$ cat config.mk
export PLATFORM = sky130hd
export DESIGN_NAME = bus_source_arbiter_flat
export DESIGN_NICKNAME = d
export VERILOG_FILES = /design/src/rtl/bus_source_arbiter_if.sv /design/src/rtl/bus_source_arbiter.sv /design/src/flat_wrapper.sv
export SDC_FILE = /design/constraint.sdc
export NUM_CORES = 1
export LEC_CHECK = 0
export BUFFER_PORTS_ARGS = -buffer_cell sky130_fd_sc_hd__buf_2
export CORE_MARGIN = 1.5
export CORE_UTILIZATION = 60
export DETAILED_ROUTE_END_ITERATION = 7
export PLACE_DENSITY = 0.78
export SETUP_SLACK_MARGIN = 0.3
export SLEW_MARGIN = 0
export SYNTH_ARGS = -nofsm -noshare
export SYNTH_HDL_FRONTEND = slang
export SYNTH_SLANG_ARGS = --single-unit
$ cat constraint.sdc
create_clock -name clk -period 12.4 [get_ports clk]
set_clock_uncertainty 0.15 [all_clocks]
set_input_delay 1.86 -clock clk [delete_from_list [all_inputs] [get_ports clk]]
set_output_delay 1.86 -clock clk [all_outputs]
set_load 0.01 [all_outputs]
$ cat src/rtl/bus_source_arbiter_if.sv
// Bus-source arbitration interface: per-source requests in, one-hot select and owner status out.
// The arbiter connects through the slave modport; the requesting side uses master.
interface bus_source_arbiter_if #(
  parameter int N_SRC = 24
);
  logic [N_SRC-1:0] req;
  logic [31:0]      gnt;
  logic [4:0]       gnt_idx;
  logic             busy;
  logic             timeout;

  modport master (output req, input gnt, gnt_idx, busy, timeout);
  modport slave  (input req, output gnt, gnt_idx, busy, timeout);
endinterface

$ cat src/rtl/bus_source_arbiter.sv
// Round-robin owner arbiter for the shared CPU bus with a one-cycle dead gap between owners.
// Optional forced release after MAX_HOLD owned cycles when BUS_ARB_TIMEOUT_EN is defined.
//
// state | meaning
// IDLE  | no owner, arbitrate every cycle
// OWN   | gnt held for the owner until its req drops (or hold limit)
// GAP   | one dead cycle, gnt = 0, arbitrate at its end
module bus_source_arbiter #(
  parameter int N_SRC    = 24,
  parameter int MAX_HOLD = 16
) (
  input  logic                 clk,
  input  logic                 clr_n,
  bus_source_arbiter_if.slave  bus
);

  localparam logic [1:0] S_IDLE = 2'd0;
  localparam logic [1:0] S_OWN  = 2'd1;
  localparam logic [1:0] S_GAP  = 2'd2;
  localparam logic [4:0] NO_SRC = 5'd31;

  if (N_SRC < 1 || N_SRC > 31) begin : g_bad_nsrc
    $error("bus_source_arbiter: N_SRC out of range");
  end
  if (MAX_HOLD < 1) begin : g_bad_hold
    $error("bus_source_arbiter: MAX_HOLD must be at least 1");
  end

  logic [1:0]  state;
  logic [4:0]  ptr;
  logic [31:0] req32;
  logic        win_found;
  logic [4:0]  win_idx;
  logic [4:0]  next_ptr;
  logic        own_drop;
  logic        tmo_hit;

  assign req32    = 32'(bus.req);
  assign own_drop = !req32[bus.gnt_idx];
  assign next_ptr = (bus.gnt_idx >= 5'(N_SRC - 1)) ? 5'd0 : bus.gnt_idx + 5'd1;

  // Search upward from ptr, wrapping at N_SRC; first requester wins.
  always_comb begin
    logic [5:0] j;
    win_found = 1'b0;
    win_idx   = 5'd0;
    j         = 6'd0;
    for (int i = 0; i < N_SRC; i++) begin
      j = {1'b0, ptr} + 6'(i);
      if (j >= 6'(N_SRC)) j = j - 6'(N_SRC);
      if (!win_found && req32[j[4:0]]) begin
        win_found = 1'b1;
        win_idx   = j[4:0];
      end
    end
  end

`ifdef BUS_ARB_TIMEOUT_EN
  localparam int CW = (MAX_HOLD < 2) ? 1 : $clog2(MAX_HOLD);
  localparam logic [CW-1:0] HOLD_TC = CW'(MAX_HOLD - 1);

  logic [CW-1:0] hold_cnt;

  // Zero outside OWN, so it is already clear on the edge that enters OWN.
  always_ff @(posedge clk or negedge clr_n) begin
    if (!clr_n)
      hold_cnt <= '0;
    else if (state != S_OWN)
      hold_cnt <= '0;
    else
      hold_cnt <= hold_cnt + 1'b1;
  end

  assign tmo_hit = (state == S_OWN) && !own_drop && (hold_cnt == HOLD_TC);
`else
  assign tmo_hit = 1'b0;
`endif

  always_ff @(posedge clk or negedge clr_n) begin
    if (!clr_n) begin
      state       <= S_IDLE;
      ptr         <= 5'd0;
      bus.gnt     <= 32'd0;
      bus.gnt_idx <= NO_SRC;
      bus.busy    <= 1'b0;
      bus.timeout <= 1'b0;
    end else begin
      bus.timeout <= 1'b0;
      case (state)
        S_OWN: begin
          if (own_drop || tmo_hit) begin
            state       <= S_GAP;
            ptr         <= next_ptr;
            bus.gnt     <= 32'd0;
            bus.gnt_idx <= NO_SRC;
            bus.busy    <= 1'b0;
            bus.timeout <= tmo_hit;
          end
        end
        default: begin
          if (win_found) begin
            state       <= S_OWN;
            bus.gnt     <= 32'd1 << win_idx;
            bus.gnt_idx <= win_idx;
            bus.busy    <= 1'b1;
          end else begin
            state       <= S_IDLE;
            bus.gnt     <= 32'd0;
            bus.gnt_idx <= NO_SRC;
            bus.busy    <= 1'b0;
          end
        end
      endcase
    end
  end

endmodule

$ cat src/flat_wrapper.sv
// flat-port wrapper written by rule: the top's interface ports become plain ports
module bus_source_arbiter_flat 
#(
  parameter int N_SRC    = 24,
  parameter int MAX_HOLD = 16
)
  (clk, clr_n, bus_req, bus_gnt, bus_gnt_idx, bus_busy, bus_timeout);
  bus_source_arbiter_if #(.N_SRC(N_SRC)) bus_i ();
  input  logic clk;
  input  logic clr_n;
  input wire logic [$bits(bus_i.req)-1:0] bus_req;
  output wire logic [$bits(bus_i.gnt)-1:0] bus_gnt;
  output wire logic [$bits(bus_i.gnt_idx)-1:0] bus_gnt_idx;
  output wire logic [$bits(bus_i.busy)-1:0] bus_busy;
  output wire logic [$bits(bus_i.timeout)-1:0] bus_timeout;
  assign bus_i.req = bus_req;
  assign bus_gnt = bus_i.gnt;
  assign bus_gnt_idx = bus_i.gnt_idx;
  assign bus_busy = bus_i.busy;
  assign bus_timeout = bus_i.timeout;
  bus_source_arbiter #(.N_SRC(N_SRC), .MAX_HOLD(MAX_HOLD)) u_core (.clk(clk), .clr_n(clr_n), .bus(bus_i));
endmodule
---- Word-level counts from Yosys, hierarchy flattened ----
Index checks and enable logic that the tools add are counted.
word-level totals
  bits in registers ....................... 45
  input port bits ......................... 26
  output and inout bits ................... 39
  word-level logic and storage cells ...... 289
operators by class
  add/subtract/negate cells ............... 48
  magnitude comparators ................... 50
  equal/unequal tests ..................... 2
  shifts and indexed selects .............. 1
  mux-type cells .......................... 135
  bitwise operators ....................... 1
  reductions and logical operators ........ 47
operator list
  operator                                                                count
  5-bit 2-to-1 mux                                                        52
  5-bit by 6-bit < comparator with 1-bit output (second input constant)   25
  6-bit by 5-bit >= comparator with 1-bit output (second input constant)  23
  1-bit binary-select mux with 5-bit select                               25
  5-bit subtractor (second input constant)                                24
  32-bit 2-to-1 mux                                                       3
  1-bit 2-to-1 mux                                                        53
  5-bit by 4-bit adder with 6-bit output (second input constant)          8
  5-bit by 5-bit adder with 6-bit output (second input constant)          8
  1-bit by 5-bit left shift with 32-bit output (first input constant)     1
  5-bit by 3-bit adder with 6-bit output (second input constant)          4
  1-bit logical AND                                                       23
  1-bit logical NOT                                                       23
  5-bit by 2-bit adder with 6-bit output (second input constant)          2
  5-bit >= comparator (second input constant)                             2
  5-bit by 1-bit adder with 6-bit output (second input constant)          1
  5-bit by 1-bit adder with 5-bit output (second input constant)          1
  2-bit 2-to-1 mux                                                        2
  2-bit by 1-bit equality test with 1-bit output (second input constant)  1
  2-bit != test (second input constant)                                   1
  2-bit AND reduction                                                     1
  1-bit inverter                                                          1

---- Longest topological paths before layout ----
  word-level depth ........................ 77
  depth in mapped cells ................... 23

---- Least setup slack after synthesis ----
No wires, ideal clock.
  kind .................................... input-to-reg
  from .................................... input bus_req[20]
  to ...................................... register u_core.bus.gnt[0]
  setup time .............................. 122 ps
  arrival time ............................ 5401 ps
  path slack .............................. 6727 ps
  stages .................................. 14
  cell sequence ........................... mux2_1 > mux4_2 > a222oi_1 > o211ai_1 > nand3b_4 > nor4_4 > and3_1 > nand3_4 > a31o_1 > a2111o_1 > o21bai_4 > nor2b_4 > buf_6 > a32o_1
between the ends
  longest elaborated chain between the ends .. 75
  elaborated cells between the ends (all ways) .. 148
  classes of those cells .................. 1 x eq/ne; 1 x shift; 100 x mux; 46 x reduce/logical
ends and longest elaborated chain
  element                                       line                         source
  start, declared                               flat_wrapper.sv:11           input wire logic [$bits(bus_i.req)-1:0] bus_req;
  1-bit binary-select mux with 5-bit select     bus_source_arbiter.sv:51     if (!win_found && req32[j[4:0]]) begin
  1-bit 2-to-1 mux (implied by the code)        bus_source_arbiter.sv:51
  1-bit 2-to-1 mux                              bus_source_arbiter.sv:51
  1-bit logical NOT                             bus_source_arbiter.sv:51
  1-bit logical AND                             bus_source_arbiter.sv:51
  1-bit 2-to-1 mux                              bus_source_arbiter.sv:51
  1-bit logical NOT                             bus_source_arbiter.sv:51
  1-bit logical AND                             bus_source_arbiter.sv:51
  [59 not listed]                               --
  1-bit logical AND                             bus_source_arbiter.sv:51
  1-bit 2-to-1 mux                              bus_source_arbiter.sv:51
  1-bit logical NOT                             bus_source_arbiter.sv:51
  1-bit logical AND                             bus_source_arbiter.sv:51
  5-bit 2-to-1 mux                              bus_source_arbiter.sv:51
  1-bit by 5-bit left shift with 32-bit output  bus_source_arbiter.sv:103    bus.gnt <= 32'd1 << win_idx;
  32-bit 2-to-1 mux                             bus_source_arbiter.sv:101    if (win_found) begin
  32-bit 2-to-1 mux                             bus_source_arbiter.sv:89     case (state)
  end signal, assigned                          bus_source_arbiter.sv:103
  end, declared                                 bus_source_arbiter_if.sv:13  modport slave (input req, output gnt, gnt_idx, busy, timeout);
Several ways; a longest one is shown, not always the timed one. The select of a mux whose other input is x is not followed.
A chain may end at the register's enable or synchronous reset.

---- Final worst setup path ----
  from .................................... register u_core.ptr[0]
  to ...................................... register u_core.bus.gnt[7]
between the ends
  longest elaborated chain between the ends .. 77
  elaborated cells between the ends (all ways) .. 240
  classes of those cells .................. 47 x add/sub; 24 x order compare; 1 x shift; 122 x mux; 46 x reduce/logical
ends and longest elaborated chain
  element                                                                          line                       source
  start, declared                                                                  bus_source_arbiter.sv:30   logic [4:0] ptr;
  start signal, assigned                                                           bus_source_arbiter.sv:93   ptr <= next_ptr;
  branches (longest 75 deep; another with 5-bit by 1-bit adder with 6-bit output)  --
  32-bit 2-to-1 mux *                                                              bus_source_arbiter.sv:101
  32-bit 2-to-1 mux *                                                              bus_source_arbiter.sv:89
Every way passes the cells marked *. The select of a mux whose other input is x is not followed.

==> impl_metrics.prom <==
# TYPE chip_impl_metric gauge
chip_impl_info{name="outcome",value="completed"} 1
chip_impl_metric{name="drt.antenna.violating_nets",unit=""} 0
chip_impl_metric{name="detailroute.via_count",unit=""} 8808
chip_impl_info{name="synth_area_leader_cell",value="dfrtp_1"} 1
chip_impl_metric{name="max_clock_freq",unit="MHz"} 140
chip_impl_metric{name="storage_cell_area",unit="mm^2"} 0.00111
chip_impl_metric{name="hold_viol",unit=""} 0
chip_impl_metric{name="async_reset_ff_share",unit="%"} 100
chip_impl_metric{name="num-nets-final",unit=""} 1079
chip_impl_metric{name="detail_route.drc_violations",unit=""} 0
chip_impl_info{name="worst_setup_path_end_kind",value="flip-flop"} 1
chip_impl_metric{name="setup_tns",unit="ns"} 0
chip_impl_metric{name="iteration_count_of_the_initial_detailed_routing_pass",unit=""} 6
chip_impl_info{name="ys_top_cells_by_area",value="dfrtp_1, mux4_2, mux2i_1"} 1
chip_impl_metric{name="grt_pass1_wl",unit="um"} 45900
chip_impl_metric{name="synthDistinctLibCells",unit=""} 96
chip_impl_metric{name="total_overflow_reported_by_the_global_router",unit=""} 0
chip_impl_metric{name="final_wirelength",unit="um"} 29300
chip_impl_metric{name="net_count_synth",unit=""} 1067
chip_impl_metric{name="routedWlPerCell",unit="um"} 24.4
chip_impl_info{name="standard_cell_with_the_maximum_stage_delay_on_the_critical_path",value="ha_1"} 1
chip_impl_info{name="setup.worst_path.start",value="u_core.ptr[0]"} 1
chip_impl_metric{name="synth_top_area_share",unit="%"} 11.9
chip_impl_metric{name="worstPathBufferInverterCount",unit=""} 3
chip_impl_metric{name="final.period_utilization",unit="%"} 57.7
chip_impl_metric{name="ioPinCount",unit=""} 65
chip_impl_metric{name="max_slew.worst_pin.slew",unit="ns"} 1.07
chip_impl_info{name="r2r_start",value="u_core.ptr[0]"} 1
chip_impl_metric{name="antenna_cells",unit=""} 0
chip_impl_metric{name="synthToLayoutAreaGrowth",unit="%"} 5.52
chip_impl_metric{name="avg_vias_per_cell",unit=""} 7.31
chip_impl_info{name="startpoint_type",value="flip-flop"} 1
chip_impl_metric{name="clock_edge_transition_at_the_registers_on_the_reported_setup_and_hold_paths",unit="ns"} 0.06
chip_impl_metric{name="grt.total_usage",unit="%"} 40.8
chip_impl_metric{name="fill_cells",unit=""} 1182
chip_impl_metric{name="cts-buffers-inserted",unit=""} 5
chip_impl_metric{name="timing_max_transition_violations_final",unit=""} 0
chip_impl_info{name="ys_dominant_reg_cell",value="dfrtp_1"} 1
chip_impl_metric{name="post_route_cells_drive_above_1_share",unit="%"} 18.9
chip_impl_metric{name="worst-endpoint-arrival",unit="ns"} 7.18
chip_impl_info{name="ys_top_cells_by_count",value="nand2_1, nor2_1, a21oi_1"} 1
chip_impl_metric{name="number_of_sinks_handled_by_clock_tree_synthesis",unit=""} 44
chip_impl_info{name="critical_path.reg2reg.endpoint",value="u_core.bus.gnt[7]"} 1
chip_impl_metric{name="cts_setup_buffers",unit=""} 0
chip_impl_metric{name="synth_enable_flop_cells",unit=""} 0
chip_impl_metric{name="grt_antenna_before_repair",unit=""} 1
chip_impl_metric{name="core_box_area",unit="mm^2"} 0.0133
chip_impl_metric{name="post_synth_instance_area",unit="mm^2"} 0.00823
chip_impl_info{name="setup_repair_after_global_routing_missed_its_margin",value="no"} 1
chip_impl_metric{name="max_cap_violations",unit=""} 0
chip_impl_metric{name="port_buffers",unit=""} 63
chip_impl_metric{name="htree_num_levels",unit=""} 2
chip_impl_metric{name="multiInputGateArea",unit="mm^2"} 0.00667
chip_impl_metric{name="critical_path_data_required_time",unit="ns"} 12.42
chip_impl_metric{name="fp-row-count",unit=""} 42
chip_impl_metric{name="setup_violations",unit=""} 0
chip_impl_metric{name="timing.critical_path.slowest_cell_delay",unit="ns"} 0.79
chip_impl_info{name="worstHoldStart",value="u_core.bus.gnt[24]"} 1
chip_impl_metric{name="whs_path_depth",unit=""} 1
chip_impl_metric{name="cts.repair.resized",unit=""} 0
chip_impl_metric{name="start_util",unit="%"} 61.9
chip_impl_metric{name="design.die.area",unit="mm^2"} 0.0144
chip_impl_info{name="timing.critical_path.max_delay_family",value="simple AND/OR/NAND/NOR gates"} 1
chip_impl_metric{name="reg2reg_depth",unit=""} 16
chip_impl_info{name="tritoncts_clock_tree",value="done"} 1
chip_impl_metric{name="syn_area_per_cell",unit="um^2"} 8.10
chip_impl_metric{name="first_global_vias",unit=""} 8102
chip_impl_metric{name="worst_skew_pair.late_latency",unit="ns"} 0.29
chip_impl_metric{name="ys_seq_area_share",unit="%"} 13.5
chip_impl_info{name="root_buffer",value="clkbuf_16"} 1
chip_impl_metric{name="final.min_clock_period",unit="ns"} 7.16
chip_impl_metric{name="synth_seq_cells",unit=""} 44
chip_impl_metric{name="die_w",unit="um"} 120
chip_impl_metric{name="cts-root-to-sink-buffers",unit=""} 2
chip_impl_metric{name="yosysWarnings",unit=""} 0
chip_impl_metric{name="dieHeight",unit="um"} 120
chip_impl_info{name="hold_path_class",value="flip-flop to flip-flop"} 1
chip_impl_metric{name="detailedRoute.firstIterationViolations",unit=""} 1096
chip_impl_info{name="criticalPathCategory",value="flip-flop to flip-flop"} 1
chip_impl_metric{name="cts-hold-fix-buffers",unit=""} 0
chip_impl_metric{name="cp_max_fo",unit=""} 51
chip_impl_info{name="hold_path_end",value="u_core.bus.gnt[24]"} 1
chip_impl_metric{name="worst_slew_margin_rel",unit="%"} 28.9
chip_impl_info{name="critical_path.cell_chain",value="buf_4 -> inv_2 -> ha_1 -> buf_4 -> mux2_1 -> mux4_2 -> a222oi_1 -> o211ai_1 -> nand3b_4 -> nor4_4 -> nand3_1 -> nor2_1 -> a31oi_1 -> a211oi_2 -> nor2_1 -> a32o_1"} 1
chip_impl_metric{name="r2r_slack",unit="ns"} 5.24
chip_impl_metric{name="gp_routability_congestion",unit=""} 1.04
chip_impl_metric{name="synthesized_instance_count",unit=""} 1016
chip_impl_metric{name="post-dp-hpwl",unit="um"} 21800
chip_impl_metric{name="grt_start_max_net_pins",unit=""} 66
chip_impl_info{name="top_count_cell_post_synth",value="nand2_1"} 1
flip-flops by register name, summed over array words and instances, names as in the netlist:
name and cells:
u_core.bus.gnt 32, u_core.bus.gnt_idx 5, u_core.ptr 5, u_core.state 2
metrics by stage:
| stage | utilization [%] | hold slack (ns) | std cells | setup slack [ns] | cell area [um^2] |
|---|---|---|---|---|---|
| 2_1_floorplan | - | 0.367 | 1016 | 6.73 | 8230 |
| 3_3_place_gp | 64.0 | 0.313 | 1197 | 5.53 | 8510 |
| 3_5_place_dp | 64.0 | 0.316 | 1197 | 5.42 | 8510 |
| 4_1_cts | 65.3 | 0.335 | 1205 | 5.37 | 8680 |
| 5_1_grt | 65.3 | 0.356 | 1205 | 4.69 | 8680 |
| 6_report | 65.3 | 0.332 | 1205 | 5.24 | 8680 |
per-layer routing:
layer | vias up | share of wire, % | track usage [%]
li1 | 3962 | - | -
met1 | 4193 | 39 | 54.5
met2 | 571 | 45 | 64.4
met3 | 82 | 11 | 8.22
met4 | 0 | 4.3 | 17.2
met5 | - | 0 | 0
worst max-delay path by stage:
| stage | cells after the start | to |
|---|---|---|
| 2_1_floorplan | 14 | u_core.bus.gnt[0] |
| 3_3_place_gp | 17 | u_core.bus.gnt[21] |
| 3_5_place_dp | 17 | u_core.bus.gnt[12] |
| 4_1_cts | 17 | u_core.bus.gnt[7] |
| 5_1_grt | 17 | u_core.bus.gnt[7] |
| 6_report | 16 | u_core.bus.gnt[7] |
cell type report:
| type | instances | share of cell area (%) |
|---|---|---|
| well taps | 176 | 2.54 |
| clock inverters | 3 | 0.533 |
| repair buffers | 76 | 4.76 |
| clock buffers | 5 | 1.44 |
| multi-input cells | 876 | 76.9 |
| inverters | 25 | 1.08 |
| flip-flops and latches | 44 | 12.8 |
kinds of logic (layout without fill, tap and decap cells):
kind of cell,Yosys count,after routing,share of synthesized area [%]
and+or+nand+nor,391,391,25.8
AOI/OAI and AO/OA,313,313,27.1
muxes,114,114,20.5
buffers and inverters,96,109,5.47
DFF,44,44,13.5
xor gates and xnor gates,32,32,3.76
adders and majority gates,25,25,3.80
other,1,1,0.0456
cells in the final DEF (no fill, tap or decap), drive strengths merged, types with 26 or more instances in the layout:
| cell | count |
|---|---|
| xnor2 | 28 |
| nor2 | 70 |
| mux2i | 48 |
| dfrtp | 39 |
| nand2 | 86 |
| a21oi | 62 |
| mux4 | 41 |
| inv | 26 |
| buf | 76 |
| o21ai | 49 |
| nand3 | 45 |
Power is left out: the tool's default activity adds up to more than one toggle a clock period on the data nets, which glitch-free logic cannot reach.
